$ cat config.mk
export PLATFORM = sky130hd
export DESIGN_NAME = led_pattern_gen
export DESIGN_NICKNAME = d
export VERILOG_FILES = /design/src/rtl/led_pattern_gen.sv
export SDC_FILE = /design/constraint.sdc
export NUM_CORES = 1
export LEC_CHECK = 0
export CORE_MARGIN = 3
export CORE_UTILIZATION = 59
export CTS_CLUSTER_SIZE = 28
export DETAILED_ROUTE_END_ITERATION = 10
export GPL_TIMING_DRIVEN = 0
export MAX_ROUTING_LAYER = met4
export PLACE_DENSITY = 0.78
export SYNTH_ARGS = -nofsm -noshare
export SYNTH_HDL_FRONTEND = slang
export SYNTH_SLANG_ARGS = --single-unit
$ cat constraint.sdc
create_clock -name clk -period 3.4 [get_ports clk]
set_clock_uncertainty 0.15 [all_clocks]
set_input_delay 0.68 -clock clk [delete_from_list [all_inputs] [get_ports clk]]
set_output_delay 0.68 -clock clk [all_outputs]
set_load 0.005 [all_outputs]
$ cat src/rtl/led_pattern_gen.sv
// led_pattern_gen: N-LED running-light generator with rotate, bounce and bar-fill patterns,
// stepped by a clock divider whose period is TICK_DIV >> speed.
module led_pattern_gen #(
  parameter int N_LED    = 8,
  parameter int TICK_DIV = 25_000_000
) (
  input  logic             clk,
  input  logic             rst,
  input  logic             en,
  input  logic [1:0]       mode,
  input  logic [1:0]       speed,
  output logic [N_LED-1:0] led,
  output logic             step
);
  localparam int CW = $clog2(TICK_DIV);
  logic [CW-1:0]    cnt, lim;
  logic [1:0]       mode_q;
  logic             dir, nxt_dir;
  logic [N_LED-1:0] nxt_led;
  assign lim = CW'((TICK_DIV >> speed) - 1);
  // Bounce flips direction on the same step that lands on an end LED.
  always_comb begin
    nxt_led = mode_q == 2'd0 ? {led[N_LED-2:0], led[N_LED-1]} :
              mode_q == 2'd1 ? {led[0], led[N_LED-1:1]} :
              mode_q == 2'd2 ? (dir ? led >> 1 : led << 1) :
              &led ? '0 : {led[N_LED-2:0], 1'b1};
    nxt_dir = mode_q == 2'd2 ? (dir ? !led[1] : led[N_LED-2]) : dir;
  end
  always_ff @(posedge clk) begin
    if (rst || mode != mode_q) begin
      led    <= N_LED'(1);
      cnt    <= '0;
      dir    <= 1'b0;
      mode_q <= mode;
      step   <= 1'b0;
    end else if (en && cnt >= lim) begin
      cnt  <= '0;
      led  <= nxt_led;
      dir  <= nxt_dir;
      step <= 1'b1;
    end else begin
      cnt  <= en ? cnt + 1'b1 : cnt;
      step <= 1'b0;
    end
  end
endmodule

After elaboration in Yosys (flattened, before gate mapping). Cells that the tools add are included.

Reduce and logical (&&, ||, !) cells: 7. Shift-type cells: 1. Add/sub/neg operators: 2. Equality and inequality tests: 3. Muxes and demuxes: 7. Order comparisons: 1.

Operators with widths (number): $mux W8 (5); $add A25 B1 Y25 const B (1); $ge A25 B25 Y1 (1); $shr A25 B2 Y25 const A (1); $sub A25 B2 Y25 const B (1); $reduce_and A8 Y1 (1); $eq A2 B1 Y1 const B (1); $eq A2 B2 Y1 const B (1); $logic_not A2 Y1 (1); $mux W1 (2); $ne A2 B2 Y1 (1); $reduce_and A2 Y1 (1); $reduce_or A2 Y1 (1); $logic_and A1 B1 Y1 (1); $logic_not A1 Y1 (1); $logic_or A1 B1 Y1 (1).

Bits in registers: 37. Input bits: 7. Output and inout port bits: 9.

Logic depth before layout (Yosys ltp). Gate-level depths: netlist of the first run.

Depth in word-level cells: 5. Mapped depth: 13. Mapped depth without buffers: 12.

Worst setup path after synthesis of the first run. No wires, ideal clock.

Path type: input to register. From: input speed[1]. To: register cnt[0]. Data arrival time: 2.754 ns. Cell stages on the path: 11. Slack: 0.425 ns. Required time: 3.179 ns. Library setup time: 0.071 ns. Path through: inv_1 nor2_1 ha_1 ha_1 a21oi_1 o21ai_0 a211oi_2 o2111ai_2 buf_4 or3_1 a21oi_1.

Word-level cells in the longest chain between the ends: 5.

RTL lines: from (decl) (RTL line 11) `input logic [1:0] speed,`; $shr A25 B2 Y25 (RTL line 20) `assign lim = CW'((TICK_DIV >> speed) - 1);`; $sub A25 B2 Y25 (RTL line 20); $ge A25 B25 Y1 (RTL line 36) `end else if (en && cnt >= lim) begin`; $logic_and A1 B1 Y1 (RTL line 36); $reduce_or A2 Y1 (no source line); to (signal assigned) (RTL line 42) `cnt <= en ? cnt + 1'b1 : cnt;`; to (decl) (RTL line 16) `logic [CW-1:0] cnt, lim;`.

No other way between the ends. A chain may end at the register's enable or synchronous reset.

Worst setup path after layout of the first run.
From: input speed[0]. To: register cnt[0].

Same word-level chain as after synthesis.

==> impl_summary.log, run 1 <==
INFO  metric status = complete, no violations
INFO  metric post_synth.cell_area_avg = 8.43 um^2
INFO  metric yosys_top_cell_by_area = sky130_fd_sc_hd__dfxtp_1
INFO  metric cp_data_arrival_time = 3.25 ns
INFO  metric detail_route.drc_violations = 0
INFO  metric netlist_instances = 273
INFO  metric die_x = 68.5 um
INFO  metric finalPower = 0.825 mW
INFO  metric yosysWarnings = 0
INFO  metric fin_cells = 351
INFO  metric clkTransAtPathRegs = 0.08 ns
INFO  metric grt_first_pass_wirelength = 7810 um
INFO  metric setup_viol_count_final = 0
INFO  metric post-synth-top-area-fraction = 30.4%
INFO  metric cts_buffer_depth = 2
INFO  metric dieArea = 0.00469 mm^2
INFO  metric p_leak = 1.01 nW
INFO  metric totalNegativeSetupSlack = 0 ns
INFO  metric antenna_left = 0
INFO  metric diodes = 0
INFO  metric areaGrowthSynthToFinish = 15.4%
INFO  metric highest_attainable_clock_frequency = 315 MHz
INFO  metric critical_path_class = in -> reg
INFO  metric worstSkewPairLatency = 0.29 ns
INFO  metric synth.distinct_cells = 45
INFO  metric ys_seq_elements = 37
INFO  metric place.port_buffers = 15
INFO  metric cts-htree-levels = 2
INFO  metric die-height = 68.5 um
INFO  metric worst_setup_path_end_kind = flop
INFO  metric most_common_library_cell_in_the_layout_ignoring_fill_and_taps = sky130_fd_sc_hd__dfxtp_1
INFO  metric total_detailed_routing_wirelength = 4890 um
INFO  metric post_cts_hold_buffer_count = 0
INFO  metric place.detailed.instances = 337
INFO  metric design.portCount = 16
INFO  metric timing.final.crit_share = 93.5%
INFO  metric netlist_area_before_placement = 0.00230 mm^2
INFO  metric synthTopCellsByArea = sky130_fd_sc_hd__dfxtp_1, sky130_fd_sc_hd__ha_1, sky130_fd_sc_hd__nor2_1, sky130_fd_sc_hd__xnor2_1, sky130_fd_sc_hd__a21oi_1
INFO  metric gp_congestion = 0.833
INFO  metric post-route-worst-setup-slack = 0.222 ns
INFO  metric critical-path-max-stage-delay = 0.33 ns
INFO  metric worst_path_max_delay_cell = sky130_fd_sc_hd__a211oi_2
INFO  metric grt_antenna_before_repair = 0
INFO  metric first_pass_iters = 4
INFO  metric layout.nets = 333
INFO  metric synth_ff_type = sky130_fd_sc_hd__dfxtp_1
INFO  metric cts_root_buf = sky130_fd_sc_hd__clkbuf_8
INFO  metric power_density_of_the_placed_cells = 311 mW/mm^2
INFO  metric maximum_number_of_pins_on_one_net_before_global_route_repair = 12
INFO  metric avgRoutedWirePerCell = 13.9 um
INFO  metric mostFrequentLayoutCells = sky130_fd_sc_hd__dfxtp_1, sky130_fd_sc_hd__nor2_1, sky130_fd_sc_hd__ha_1
INFO  metric number_of_synthesized_flops_with_an_enable_pin = 2
INFO  metric worstPathCellList = dlygate4sd2_1 > inv_1 > nor2_4 > inv_1 > ha_1 > nand2_1 > ha_1 > a21oi_1 > a21boi_0 > a211oi_2 > o2111ai_2 > buf_6 > or3_1 > a21oi_1
INFO  metric max-slew-margin-rel = 58.6%
INFO  metric drive_gt1_share = 9.57%
INFO  metric worstPathBufferInverterCount = 4
INFO  metric grt_use_total = 22.8%
INFO  metric ys_async_sr_fraction = 0%
INFO  metric peak_vdd_ir = 0.231 mV
INFO  metric report.final.hold_viol_count = 0
INFO  metric placement_rows = 22
INFO  metric drt_iter0_drc = 140
INFO  metric clock-sinks = 37
INFO  metric worst_setup_path_start_kind = input port
INFO  metric floorplan.core_area = 0.00372 mm^2
INFO  metric cp_max_fo = 10
INFO  metric tightest_slew = 0.616 ns
INFO  metric cts_tree = yes
INFO  metric detailedPlace.worstSlack = -0.585 ns
INFO  metric finalWorstPathRequiredPeriod = 3.18 ns
INFO  metric grt_pass1_vias = 1706
INFO  metric cap_violations = 0
INFO  metric detailroute.via_count = 2006
INFO  metric cell_class_contributing_the_biggest_share_of_worst_path_delay = compound AO/OA/AOI/OAI gates
INFO  metric tritoncts.num_buffers = 5
INFO  metric avgViaCountPerCell = 5.72
INFO  metric initial_utilization = 62.0%
INFO  metric post-route-util = 71.5%
INFO  metric grt_setup_unrepaired = false
INFO  metric cp_data_required_time = 3.47 ns
INFO  metric timing_max_transition_violations_final = 0
INFO  metric seq_area_frac_synth = 33.0%
INFO  metric hold_class = reg -> reg
INFO  metric post-dp-hpwl = 3590 um
INFO  metric gr-total-overflow = 0
==> per-layer routing <==
layer	routed length, um	global-route usage, %	up-vias
met4	57	6.70	0
met2	2300	36.0	18
met3	115	5.42	7
li1	-	-	1048
met1	2420	28.7	933
met5	0	-	-
==> registers in the layout (all words and copies together) (netlist names) <==
| register | count |
|---|---|
| led | 8 |
| mode_q | 2 |
| cnt | 25 |
| step | 1 |
| dir | 1 |
==> repair_timing <==
action / CTS / global route
endpoints found under the setup margin: 34 / 14
cloned: 0 / 0
pin swaps: 2 / 3
hold endpoints to repair: 0 / 0
gates resized for setup: 3 / 3
setup buffers: 2 / 4
==> final cells by class <==
type                            instances  area (um^2)
Inverter                               13         48.8
Clock inverter                          2         10.0
Sequential cell                        37          761
Buffer                                  8         47.5
Timing Repair Buffer                   21          196
Tap cell                               48         60.1
Clock buffer                            6         72.6
Multi-Input combinational cell        216         1460
Fill cell                             313         1060
==> cells in the mapped netlist, types with 9 or more instances <==
master and n:
sky130_fd_sc_hd__dfxtp_1 35, sky130_fd_sc_hd__nor2_1 34, sky130_fd_sc_hd__ha_1 24, sky130_fd_sc_hd__nand2_1 23, sky130_fd_sc_hd__a21oi_1 19, sky130_fd_sc_hd__nand3_1 14, sky130_fd_sc_hd__inv_1 13, sky130_fd_sc_hd__nor3_1 13
sky130_fd_sc_hd__xnor2_1 12, sky130_fd_sc_hd__xor2_1 9
==> where the power goes <==
group          internal [mW]  total (mW)  switching (mW)
sequential             0.440       0.443         0.00297
combinational         0.0317      0.0837          0.0520
clock                  0.142       0.299           0.157
total                  0.614       0.825           0.212
==> final timing paths <==
path	slack [ns]	end	cells after the start	from
setup / recovery	0.22	cnt[0]	14	speed[0]
hold / removal	0.40	cnt[12]	2	cnt[12]
setup reg to reg	0.92	cnt[0]	8	cnt[15]
hold reg to reg	0.40	cnt[12]	2	cnt[12]
==> worst register-to-register path, stage by stage (launching register included) <==
cell,delay [ns]
sky130_fd_sc_hd__dfxtp_1,0.42
sky130_fd_sc_hd__ha_1,0.29
sky130_fd_sc_hd__a21oi_1,0.15
sky130_fd_sc_hd__a21boi_0,0.11
sky130_fd_sc_hd__o31ai_1,0.45
sky130_fd_sc_hd__o2111ai_2,0.21
sky130_fd_sc_hd__buf_6,0.19
sky130_fd_sc_hd__or3_1,0.30
sky130_fd_sc_hd__a21oi_1,0.14
==> cell families after synthesis <==
kind of cell / Yosys count / synth area share, %
muxes: 1 / 0.435
DFF: 37 / 33.0
xor gates and xnor gates: 21 / 7.99
AOI/OAI and AO/OA: 58 / 17.7
other: 2 / 0.326
adders and majority gates: 24 / 13.0
buffers and inverters: 21 / 4.02
and+or+nand+nor: 109 / 23.5
==> per-stage QoR <==
stage,instance area [um^2],hold slack [ns]
global placement,2520,0.363
global route,2660,0.412
CTS,2620,0.392
detailed placement,2520,0.378
floorplan,2310,0.333
finish,2660,0.396
(Power assumes the default switching activity.)
==> run 2: changes to the inputs <==
--- a/config.mk
+++ b/config.mk
@@ -11,7 +11,7 @@
 export DETAILED_ROUTE_END_ITERATION = 10
 export GPL_TIMING_DRIVEN = 0
 export MAX_ROUTING_LAYER = met4
-export PLACE_DENSITY = 0.78
+export PLACE_DENSITY = 0.79
 export SYNTH_ARGS = -nofsm -noshare
 export SYNTH_HDL_FRONTEND = slang
 export SYNTH_SLANG_ARGS = --single-unit
==> impl_summary.log, run 2 (synthesis results as in run 1) <==
INFO  metric status = complete, no violations
INFO  metric post-route-util = 71.9% (+0.37 points)
INFO  metric drive_gt1_share = 8.33% (-1.2 points)
INFO  metric largest_register_ffs = 25 (unchanged)
INFO  metric total_detailed_routing_wirelength = 4920 um (+0.72%)
INFO  metric dieArea = 0.00469 mm^2 (unchanged)
INFO  metric timing.final.crit_share = 95.7% (+2.2 points)
INFO  metric critical_path_class = in -> reg
INFO  metric most_common_library_cell_in_the_layout_ignoring_fill_and_taps = sky130_fd_sc_hd__dfxtp_1
INFO  metric place.port_buffers = 15 (unchanged)
INFO  metric grt_pass1_vias = 1717 (+0.64%)
INFO  metric critical_path.reg2reg.endpoint = cnt[0]
INFO  metric initial_utilization = 62.0% (unchanged)
INFO  metric cp_data_required_time = 3.48 ns (about the same)
INFO  metric worst_r2r_path_depth = 8 (unchanged)
INFO  metric timing.hold.worst_path_depth = 2 (unchanged)
INFO  metric clkTransAtPathRegs = 0.08 ns (about the same)
INFO  metric report.final.hold_viol_count = 0 (unchanged)
INFO  metric cap_violations = 0 (unchanged)
INFO  metric cts_root_buf = sky130_fd_sc_hd__clkbuf_8
INFO  metric registers.top_by_ff_count = cnt
INFO  metric avgViaCountPerCell = 5.91 (+3.4%)
INFO  metric cts-htree-levels = 2 (unchanged)
INFO  metric design.portCount = 16 (unchanged)
INFO  metric detail_route.drc_violations = 0 (unchanged)
INFO  metric layout.nets = 330 (-0.90%)
INFO  metric worstSkewPairLatency = 0.30 ns (about the same)
INFO  metric maximum_number_of_pins_on_one_net_before_global_route_repair = 13 (+1)
INFO  metric first_pass_iters = 4 (unchanged)
INFO  metric largest_registers = cnt x25, led x8, mode_q x2
INFO  metric ff2ff_setup_slack = 0.94 ns (+0.02 ns)
INFO  metric detailroute.via_count = 2056 (+2.5%)
INFO  metric fill_cells = 296 (-5.4%)
INFO  metric drt_iter0_drc = 141 (+0.71%)
INFO  metric diodes = 0 (unchanged)
INFO  metric setup_viol_count_final = 0 (unchanged)
INFO  metric peak_vdd_ir = 0.308 mV (+33%)
INFO  metric die_x = 68.5 um (unchanged)
INFO  metric post-dp-hpwl = 3660 um (+1.9%)
INFO  metric highest_attainable_clock_frequency = 307 MHz (-2.3%)
INFO  metric avgRoutedWirePerCell = 14.1 um (+1.6%)
INFO  metric tightest_slew = 0.637 ns (+0.0217 ns)
INFO  metric timing.rr.start = cnt[15]
INFO  metric finalWorstPathRequiredPeriod = 3.25 ns (+0.0755 ns)
INFO  metric hold_class = reg -> reg
INFO  metric p_leak = 1.01 nW (-0.13%)
INFO  metric placement_rows = 22 (unchanged)
INFO  metric place_area = 0.00252 mm^2 (unchanged)
INFO  metric floorplan.core_area = 0.00372 mm^2 (unchanged)
INFO  metric antenna_left = 0 (unchanged)
INFO  metric die-height = 68.5 um (unchanged)
INFO  metric gr-total-overflow = 0 (unchanged)
INFO  metric gp_congestion = 0.867 (+4.1%)
INFO  metric grt_antenna_before_repair = 0 (unchanged)
INFO  metric clock-sinks = 37 (unchanged)
INFO  metric worst_setup_path_start_kind = input port
INFO  metric max-slew-margin-rel = 57.2% (-1.5 points)
INFO  metric cp_max_fo = 10 (unchanged)
INFO  metric areaGrowthSynthToFinish = 16.0%
INFO  metric timing_max_transition_violations_final = 0 (unchanged)
INFO  metric holdPathEnd = cnt[1]
INFO  metric grt_use_total = 23.0% (+0.22 points)
INFO  metric cp_data_arrival_time = 3.33 ns (+0.08 ns)
INFO  metric min_from = cnt[1]
INFO  metric post_cts_hold_buffer_count = 0 (unchanged)
INFO  metric grt_setup_unrepaired = false
INFO  metric worst_setup_path_end_kind = flop
INFO  metric cts_tree = yes
INFO  metric grt_first_pass_wirelength = 7860 um (+0.63%)
INFO  metric cts_buffer_depth = 2 (unchanged)
INFO  metric stdcell_area = 0.00267 mm^2 (+0.52%)
INFO  metric tritoncts.num_buffers = 5 (unchanged)
INFO  metric power_density_of_the_placed_cells = 340 mW/mm^2 (+9.3%)
INFO  metric mostFrequentLayoutCells = sky130_fd_sc_hd__dfxtp_1, sky130_fd_sc_hd__nor2_1, sky130_fd_sc_hd__ha_1
[run 2: cell type report]
cell class	instances	area, um^2	area share [%]
Buffer	8	43.8	1.64
Clock buffer	5	68.8	2.58
Clock inverter	3	41.3	1.55
Inverter	13	48.8	1.83
Multi-Input combinational cell	216	1460	54.7
Sequential cell	37	761	28.5
Tap cell	48	60.1	2.25
Timing Repair Buffer	18	186	6.98
[run 2: report_power, final]
group,leakage [nW],switching [mW],internal (mW),total (mW)
sequential,0.303,0.00302,0.440,0.443
combinational,0.657,0.0519,0.0315,0.0834
clock,0.0518,0.164,0.216,0.380
[run 2: what timing repair did]
item,in CTS,in global routing
gates resized for setup,3,1
setup buffers,1,2
endpoints found under the setup margin,33,27
pin swaps,2,2
endpoints found under the hold margin,0,0
[run 2: critical path, stage by stage]
cell	delay, ns
sky130_fd_sc_hd__dlygate4sd2_1	0.32
sky130_fd_sc_hd__inv_1	0.15
sky130_fd_sc_hd__nor2_4	0.18
sky130_fd_sc_hd__inv_1	0.08
sky130_fd_sc_hd__ha_1	0.19
sky130_fd_sc_hd__nand2_1	0.07
sky130_fd_sc_hd__ha_1	0.25
sky130_fd_sc_hd__a21oi_1	0.16
sky130_fd_sc_hd__a21boi_0	0.12
sky130_fd_sc_hd__a211oi_2	0.32
sky130_fd_sc_hd__o2111ai_2	0.17
sky130_fd_sc_hd__buf_4	0.21
sky130_fd_sc_hd__or3_1	0.30
sky130_fd_sc_hd__a21oi_1	0.11
[run 2: how the worst max path moves through the flow]
stage | startpoint | to | slack (ns) | cells after the start
final | speed[0] | cnt[0] | 0.15 | 14
after global routing | speed[0] | cnt[0] | 0.06 | 14
after CTS | speed[1] | cnt[0] | 0.01 | 13
after detailed placement | speed[0] | cnt[0] | -0.54 | 14
after global placement | speed[0] | cnt[0] | -0.48 | 12
after floorplan | speed[1] | cnt[0] | 0.43 | 11
[run 2: metrics by stage]
stage	setup WS (ns)	instances	hold WS [ns]	TNS (ns)	power (mW)
floorplan	0.425	274	0.333	0	0.505
global placement	-0.479	337	0.356	-12.28	0.528
detailed placement	-0.543	337	0.362	-13.84	0.529
CTS	0.00954	346	0.372	0	0.910
global route	0.0560	348	0.401	0	0.938
finish	0.146	348	0.376	0	0.907
[run 2: per-layer routing]
layer | track usage (%) | vias to the layer above | wire length, um
li1 | - | 1035 | -
met1 | 28.7 | 977 | 2300
met2 | 36.2 | 39 | 2400
met3 | 6.08 | 5 | 161
met4 | 6.95 | 0 | 58
met5 | - | - | 0
==> run 3: changes to the inputs <==
==> constraint.sdc (replaced) <==
create_clock -name clk -period 3.2 [get_ports clk]
set_clock_uncertainty 0.15 [all_clocks]
set_input_delay 0.64 -clock clk [delete_from_list [all_inputs] [get_ports clk]]
set_output_delay 0.64 -clock clk [all_outputs]
set_load 0.005 [all_outputs]
==> impl_summary.log, run 3 (synthesis results as in run 1) <==
INFO  metric status = complete, no violations
INFO  metric detailedPlace.worstSlack = -0.703 ns (-0.160 ns)
INFO  metric first_pass_iters = 4 (unchanged)
INFO  metric cts_root_buf = sky130_fd_sc_hd__clkbuf_8
INFO  metric max-slew-margin-rel = 57.4% (+0.23 points)
INFO  metric dieArea = 0.00469 mm^2 (unchanged)
INFO  metric hold_class = reg -> reg
INFO  metric tritoncts.num_buffers = 5 (unchanged)
INFO  metric fill_cells = 297 (+0.34%)
INFO  metric critical-path-max-stage-delay = 0.29 ns (-0.03 ns)
INFO  metric cp_data_arrival_time = 3.12 ns (-0.21 ns)
INFO  metric clkTransAtPathRegs = 0.08 ns (about the same)
INFO  metric maximum_number_of_pins_on_one_net_before_global_route_repair = 13 (unchanged)
INFO  metric timing.final.crit_share = 95.1%
INFO  metric initial_utilization = 62.0% (unchanged)
INFO  metric post-route-worst-setup-slack = 0.157 ns (+0.0109 ns)
INFO  metric cp_data_required_time = 3.28 ns (-0.20 ns)
INFO  metric sequentialPowerShare = 48.9% (about the same)
INFO  metric worst_setup_path_end_kind = flop
INFO  metric grt_antenna_before_repair = 0 (unchanged)
INFO  metric design.portCount = 16 (unchanged)
INFO  metric drive_gt1_share = 8.97% (+0.64 points)
INFO  metric largest_register_ffs = 25 (unchanged)
INFO  metric cts-htree-levels = 2 (unchanged)
INFO  metric clock-sinks = 37 (unchanged)
INFO  metric mostFrequentLayoutCells = sky130_fd_sc_hd__dfxtp_1, sky130_fd_sc_hd__nor2_1, sky130_fd_sc_hd__ha_1
INFO  metric worstPathCellList = dlygate4sd2_1 > inv_1 > nor2_4 > inv_1 > ha_1 > nand2_1 > ha_1 > a21oi_1 > a21boi_0 > a211oi_2 > buf_4 > o2111a_2 > o21ai_4 > buf_6 > nor2_1
INFO  metric cell_class_contributing_the_biggest_share_of_worst_path_delay = compound AO/OA/AOI/OAI gates
INFO  metric diodes = 0 (unchanged)
INFO  metric worstPathBufferInverterCount = 5 (+1)
INFO  metric tightest_slew = 0.634 ns (-0.00338 ns)
INFO  metric internal_power = 0.730 mW (+6.2%)
INFO  metric power_density_of_the_placed_cells = 360 mW/mm^2 (+6.1%)
INFO  metric worstSkewPairLatency = 0.30 ns (about the same)
INFO  metric place.port_buffers = 15 (unchanged)
INFO  metric post-dp-hpwl = 3660 um (unchanged)
INFO  metric peak_vdd_ir = 0.327 mV (+6.1%)
INFO  metric report.final.hold_viol_count = 0 (unchanged)
INFO  metric most_common_library_cell_in_the_layout_ignoring_fill_and_taps = sky130_fd_sc_hd__dfxtp_1
INFO  metric post-route-util = 72.0% (+0.10 points)
INFO  metric grt_first_pass_wirelength = 7900 um (+0.52%)
INFO  metric layout.nets = 331 (+0.30%)
INFO  metric grt_pass1_vias = 1735 (+1.0%)
INFO  metric comb_power_share = 9.1% (about the same)
INFO  metric die-height = 68.5 um (unchanged)
INFO  metric highest_attainable_clock_frequency = 329 MHz
INFO  metric cts_tree = yes
INFO  metric worst_setup_path_start_kind = input port
INFO  metric largest_registers = cnt x25, led x8, mode_q x2
INFO  metric sw_frac_of_total = 24.2% (+0.037 points)
INFO  metric avgRoutedWirePerCell = 14.1 um (-0.12%)
INFO  metric cts_buffer_depth = 2 (unchanged)
INFO  metric gp_congestion = 0.867 (unchanged)
INFO  metric antenna_left = 0 (unchanged)
INFO  metric p_leak = 1.01 nW (-0.46%)
INFO  metric timing_max_transition_violations_final = 0 (unchanged)
INFO  metric avgViaCountPerCell = 5.92 (+0.25%)
INFO  metric floorplan.core_area = 0.00372 mm^2 (unchanged)
INFO  metric registers.top_by_ff_count = cnt
INFO  metric cp_max_fo = 10 (unchanged)
INFO  metric gr-total-overflow = 0 (unchanged)
INFO  metric die_x = 68.5 um (unchanged)
INFO  metric total_detailed_routing_wirelength = 4930 um (+0.16%)
INFO  metric netSwitchingPower = 0.233 mW (+6.4%)
INFO  metric drt_iter0_drc = 161 (+14%)
INFO  metric detail_route.drc_violations = 0 (unchanged)
INFO  metric setup_viol_count_final = 0 (unchanged)
INFO  metric grt_setup_unrepaired = false
INFO  metric placement_rows = 22 (unchanged)
INFO  metric areaGrowthSynthToFinish = 16.1%
INFO  metric grt_use_total = 23.2% (+0.18 points)
INFO  metric detailroute.via_count = 2067 (+0.54%)
INFO  metric worst_path_max_delay_cell = sky130_fd_sc_hd__a211oi_2
INFO  metric critical_path_class = in -> reg
INFO  metric clockPowerShare = 42.0% (about the same)
INFO  metric finalWorstPathRequiredPeriod = 3.04 ns
INFO  metric cap_violations = 0 (unchanged)
[run 3: path summary, 6_finish.rpt]
check | startpoint | end | slack, ns | depth (start not counted)
setup / recovery | speed[1] | cnt[7] | 0.16 | 15
hold / removal | cnt[1] | cnt[1] | 0.38 | 2
setup reg to reg | cnt[15] | cnt[0] | 0.75 | 8
hold reg to reg | cnt[1] | cnt[1] | 0.38 | 2
[run 3: power by group through the flow]
stage / combinational [mW] / sequential, mW / clock (mW)
floorplan: 0.0555 / 0.480 / 0
global placement: 0.0797 / 0.481 / 0
detailed placement: 0.0806 / 0.481 / 0
CTS: 0.0873 / 0.470 / 0.410
global route: 0.0973 / 0.471 / 0.427
finish: 0.0879 / 0.471 / 0.405
[run 3: area by class of cell]
class | count | area (um^2) | area share [%]
multi-input combinational | 216 | 1460 | 54.6
sequential | 37 | 761 | 28.5
timing repair buffer | 19 | 186 | 6.97
clock buffer | 5 | 68.8 | 2.57
tap | 48 | 60.1 | 2.25
inverter | 13 | 48.8 | 1.82
buffer | 8 | 47.5 | 1.78
clock inverter | 3 | 41.3 | 1.54
[run 3: metrics by stage]
step	power, mW	setup TNS [ns]	hold WS [ns]	instances	instance area, um^2
CTS	0.968	0	0.372	349	2680
global route	0.996	0	0.399	349	2670
finish	0.963	0	0.378	349	2670
floorplan	0.536	0	0.333	274	2310
detailed placement	0.562	-19.44	0.362	337	2520
global placement	0.561	-17.85	0.356	337	2520
[run 3: layer usage]
layer / share of wire (%) / vias up / track usage, % / routed length [um]
met5: 0 / - / - / 0
met4: 1.2 / 0 / 6.70 / 58
met3: 3.6 / 6 / 5.91 / 177
met2: 49 / 36 / 37.1 / 2430
met1: 46 / 984 / 28.7 / 2270
li1: - / 1041 / - / -
[run 3: tightest hold or removal path, stage by stage, from the launching register on]
cell	delay [ns]
sky130_fd_sc_hd__dfxtp_1	0.35
sky130_fd_sc_hd__nand2_1	0.08
sky130_fd_sc_hd__a21oi_1	0.05
[run 3: what timing repair did]
action,CTS,global route
setup buffers,4,0
endpoints found under the setup margin,34,21
hold buffers,0,0
resized for setup,5,3
pin swaps,4,2
==> RTL edit: new RTL, config.mk and constraints of run 2 <==
Set the parameter `TICK_DIV` to 50_000_000 (it was 25_000_000).
--- a/src/rtl/led_pattern_gen.sv
+++ b/src/rtl/led_pattern_gen.sv
@@ -2,7 +2,7 @@
 // stepped by a clock divider whose period is TICK_DIV >> speed.
 module led_pattern_gen #(
   parameter int N_LED    = 8,
-  parameter int TICK_DIV = 25_000_000
+  parameter int TICK_DIV = 50_000_000
 ) (
   input  logic             clk,
   input  logic             rst,
Formal check against the unedited RTL: same outputs for any inputs over 10 cycles, from zero or initial values; that may be too few to reach the edited logic, so the function may still have changed.
==> RTL edit against run 2 <==
- die area up 5.9%
- sequential cell count is 1 higher
- register-to-register slack worse by 0.05 ns
- routed wire length grew 7.1%
- worst setup slack better by 0.12 ns
- synthesized area up 6.4%
- power down 0.97%
- core utilization is 1.6 points higher
- cell area rose by 5.2%
- critical path depth decreased by 2
- via count rose by 3.2%
- first-iteration DRC count decreased by 11%
- clock power is 4% lower
- synthesized cell count increased by 2.9%
- critical endpoint is now led[2]$_SDFFE_PP0P_
==> RTL edit: results (changes against run 2) <==
| Metric | Value |
|---|---|
| Outcome | `finished, final reports clean` |
| Max VDD drop | `244.9 µV (-20%)` |
| Post-route setup slack | `0.2707 ns (+0.1244 ns)` |
| Largest registers | `cnt: 26 flops, led: 8 flops, mode_q: 2 flops` |
| Placed insts | `345 (+2.4%)` |
| Met3 Wirelength | `228 µm (+42%)` |
| Number of global-route vias before repair | `2004 (+17%)` |
| Placed cell areas | `0.002664 mm² (+5.9%)` |
| Met3 usage | `4.317% (-1.8 points)` |
| Post-DP HPWL | `3893 µm (+6.3%)` |
| DR iter-0 viols | `125 (-11%)` |
| Crit path from | `speed[1]` |
| Crit path max-delay cell type | `ha_1` |
| Sw frac | `23.84% (-0.33 points)` |
| Reg-to-Reg Start | `cnt[17]$_SDFFE_PP0P_` |
| Htree depth | `2 (unchanged)` |
| R2R depth | `9 (+1)` |
| Hold_buf cts | `0 (unchanged)` |
| Layout cells sized above 1 | `11.65% (+3.3 points)` |
| Peak fanout along the critical path | `5 (-5)` |
| Global-route wire length before repair | `8976 µm (+14%)` |
| Vias | `2121 (+3.2%)` |
| GRT met1 Usage | `28.30% (-0.38 points)` |
| M1 wire length | `2463 µm (+7.0%)` |
| Fin cells | `357 (+2.6%)` |
| Post-synthesis cell count | `281 (+2.9%)` |
| Critical Path AT | `3.20 ns (-0.13 ns)` |
| Synth top cells by count | `dfxtp_1 (36), nand2_1 (30), ha_1 (22), nor3_1 (22)` |
| Iteration count of the initial detailed-routing pass | `5 (+1)` |
| Clock group share of total power | `40.5% (-1.4 points)` |
| Layout fillers | `294 (-0.68%)` |
| Lkg Pwr | `1.100 nW (+8.7%)` |
| Register area share after synthesis | `31.87% (-1.2 points)` |
| Routability cong. | `0.9425 (+8.7%)` |
| Distinct cells, synth | `55 (+22%)` |
| Slew margin rel. | `54.09% (-3.1 points)` |
| Largest cells by area after synthesis | `dfxtp_1 (29%), ha_1 (11%), xnor2_1 (5.7%)` |
| Met2 Wirelength | `2512 µm (+4.6%)` |
| Met2 GRT Util | `37.84% (+1.6 points)` |
| Pre-CTS setup slack | `-0.6078 ns (-0.06457 ns)` |
| Max Used Layer | `met4` |
| Largest net degree at the start of global routing | `12 (-1)` |
| Flop-to-flop setup slack | `0.89 ns (-0.05 ns)` |
| Global Route Usage Sum | `22.79% (-0.21 points)` |
| R2R Path End | `led[2]$_SDFFE_PP0P_` |
## RTL edit: cell type report
| class | count | area [µm²] | area share [%] |
|---|---|---|---|
| multi-input combinational | 222 | 1587 | 56.46 |
| inverter | 13 | 48.80 | 1.736 |
| timing repair buffer | 19 | 173.9 | 6.189 |
| clock buffer | 8 | 110.1 | 3.918 |
| tap | 48 | 60.06 | 2.137 |
| sequential | 38 | 780.7 | 27.78 |
| buffer | 9 | 50.05 | 1.781 |
## RTL edit: through the flow
| step | hold WS [ns] | power, W | setup TNS, ns | util [%] |
|---|---|---|---|---|
| floorplan | 0.3225 | 0.0005165 | 0 | - |
| global placement | 0.3406 | 0.0005400 | -18.52 | 69.62 |
| detailed placement | 0.3492 | 0.0005416 | -18.92 | 69.62 |
| CTS | 0.3608 | 0.0009022 | 0 | 73.22 |
| global route | 0.3970 | 0.0009280 | 0 | 73.45 |
| finish | 0.3636 | 0.0008979 | 0 | 73.45 |
## RTL edit: kinds of logic (layout without fill, tap and decap cells)
kind of cell	count (synthesis)	count (layout)	synth area share [%]
simple gates	130	130	29.72
flops	38	38	31.87
compound gates	35	35	10.98
xor+xnor	24	24	8.580
fa+ha+maj	22	22	11.24
buf+inv	22	49	4.034
mux	8	8	3.269
other cells	2	3	0.3065
## RTL edit: how the worst max path moves through the flow
stage,end,depth (start not counted)
after floorplan,led[0]$_SDFFE_PP1P_,11
after global placement,cnt[15]$_SDFFE_PP0P_,12
after detailed placement,cnt[15]$_SDFFE_PP0P_,12
after CTS,led[0]$_SDFFE_PP1P_,11
after global routing,led[2]$_SDFFE_PP0P_,12
final,led[2]$_SDFFE_PP0P_,12
## RTL edit: repair_timing
item                                    CTS  global route
endpoints found under the setup margin   36            33
pin swaps                                 3             0
gates resized for setup                   3             4
setup buffers                             3             0
gates cloned                              1             0
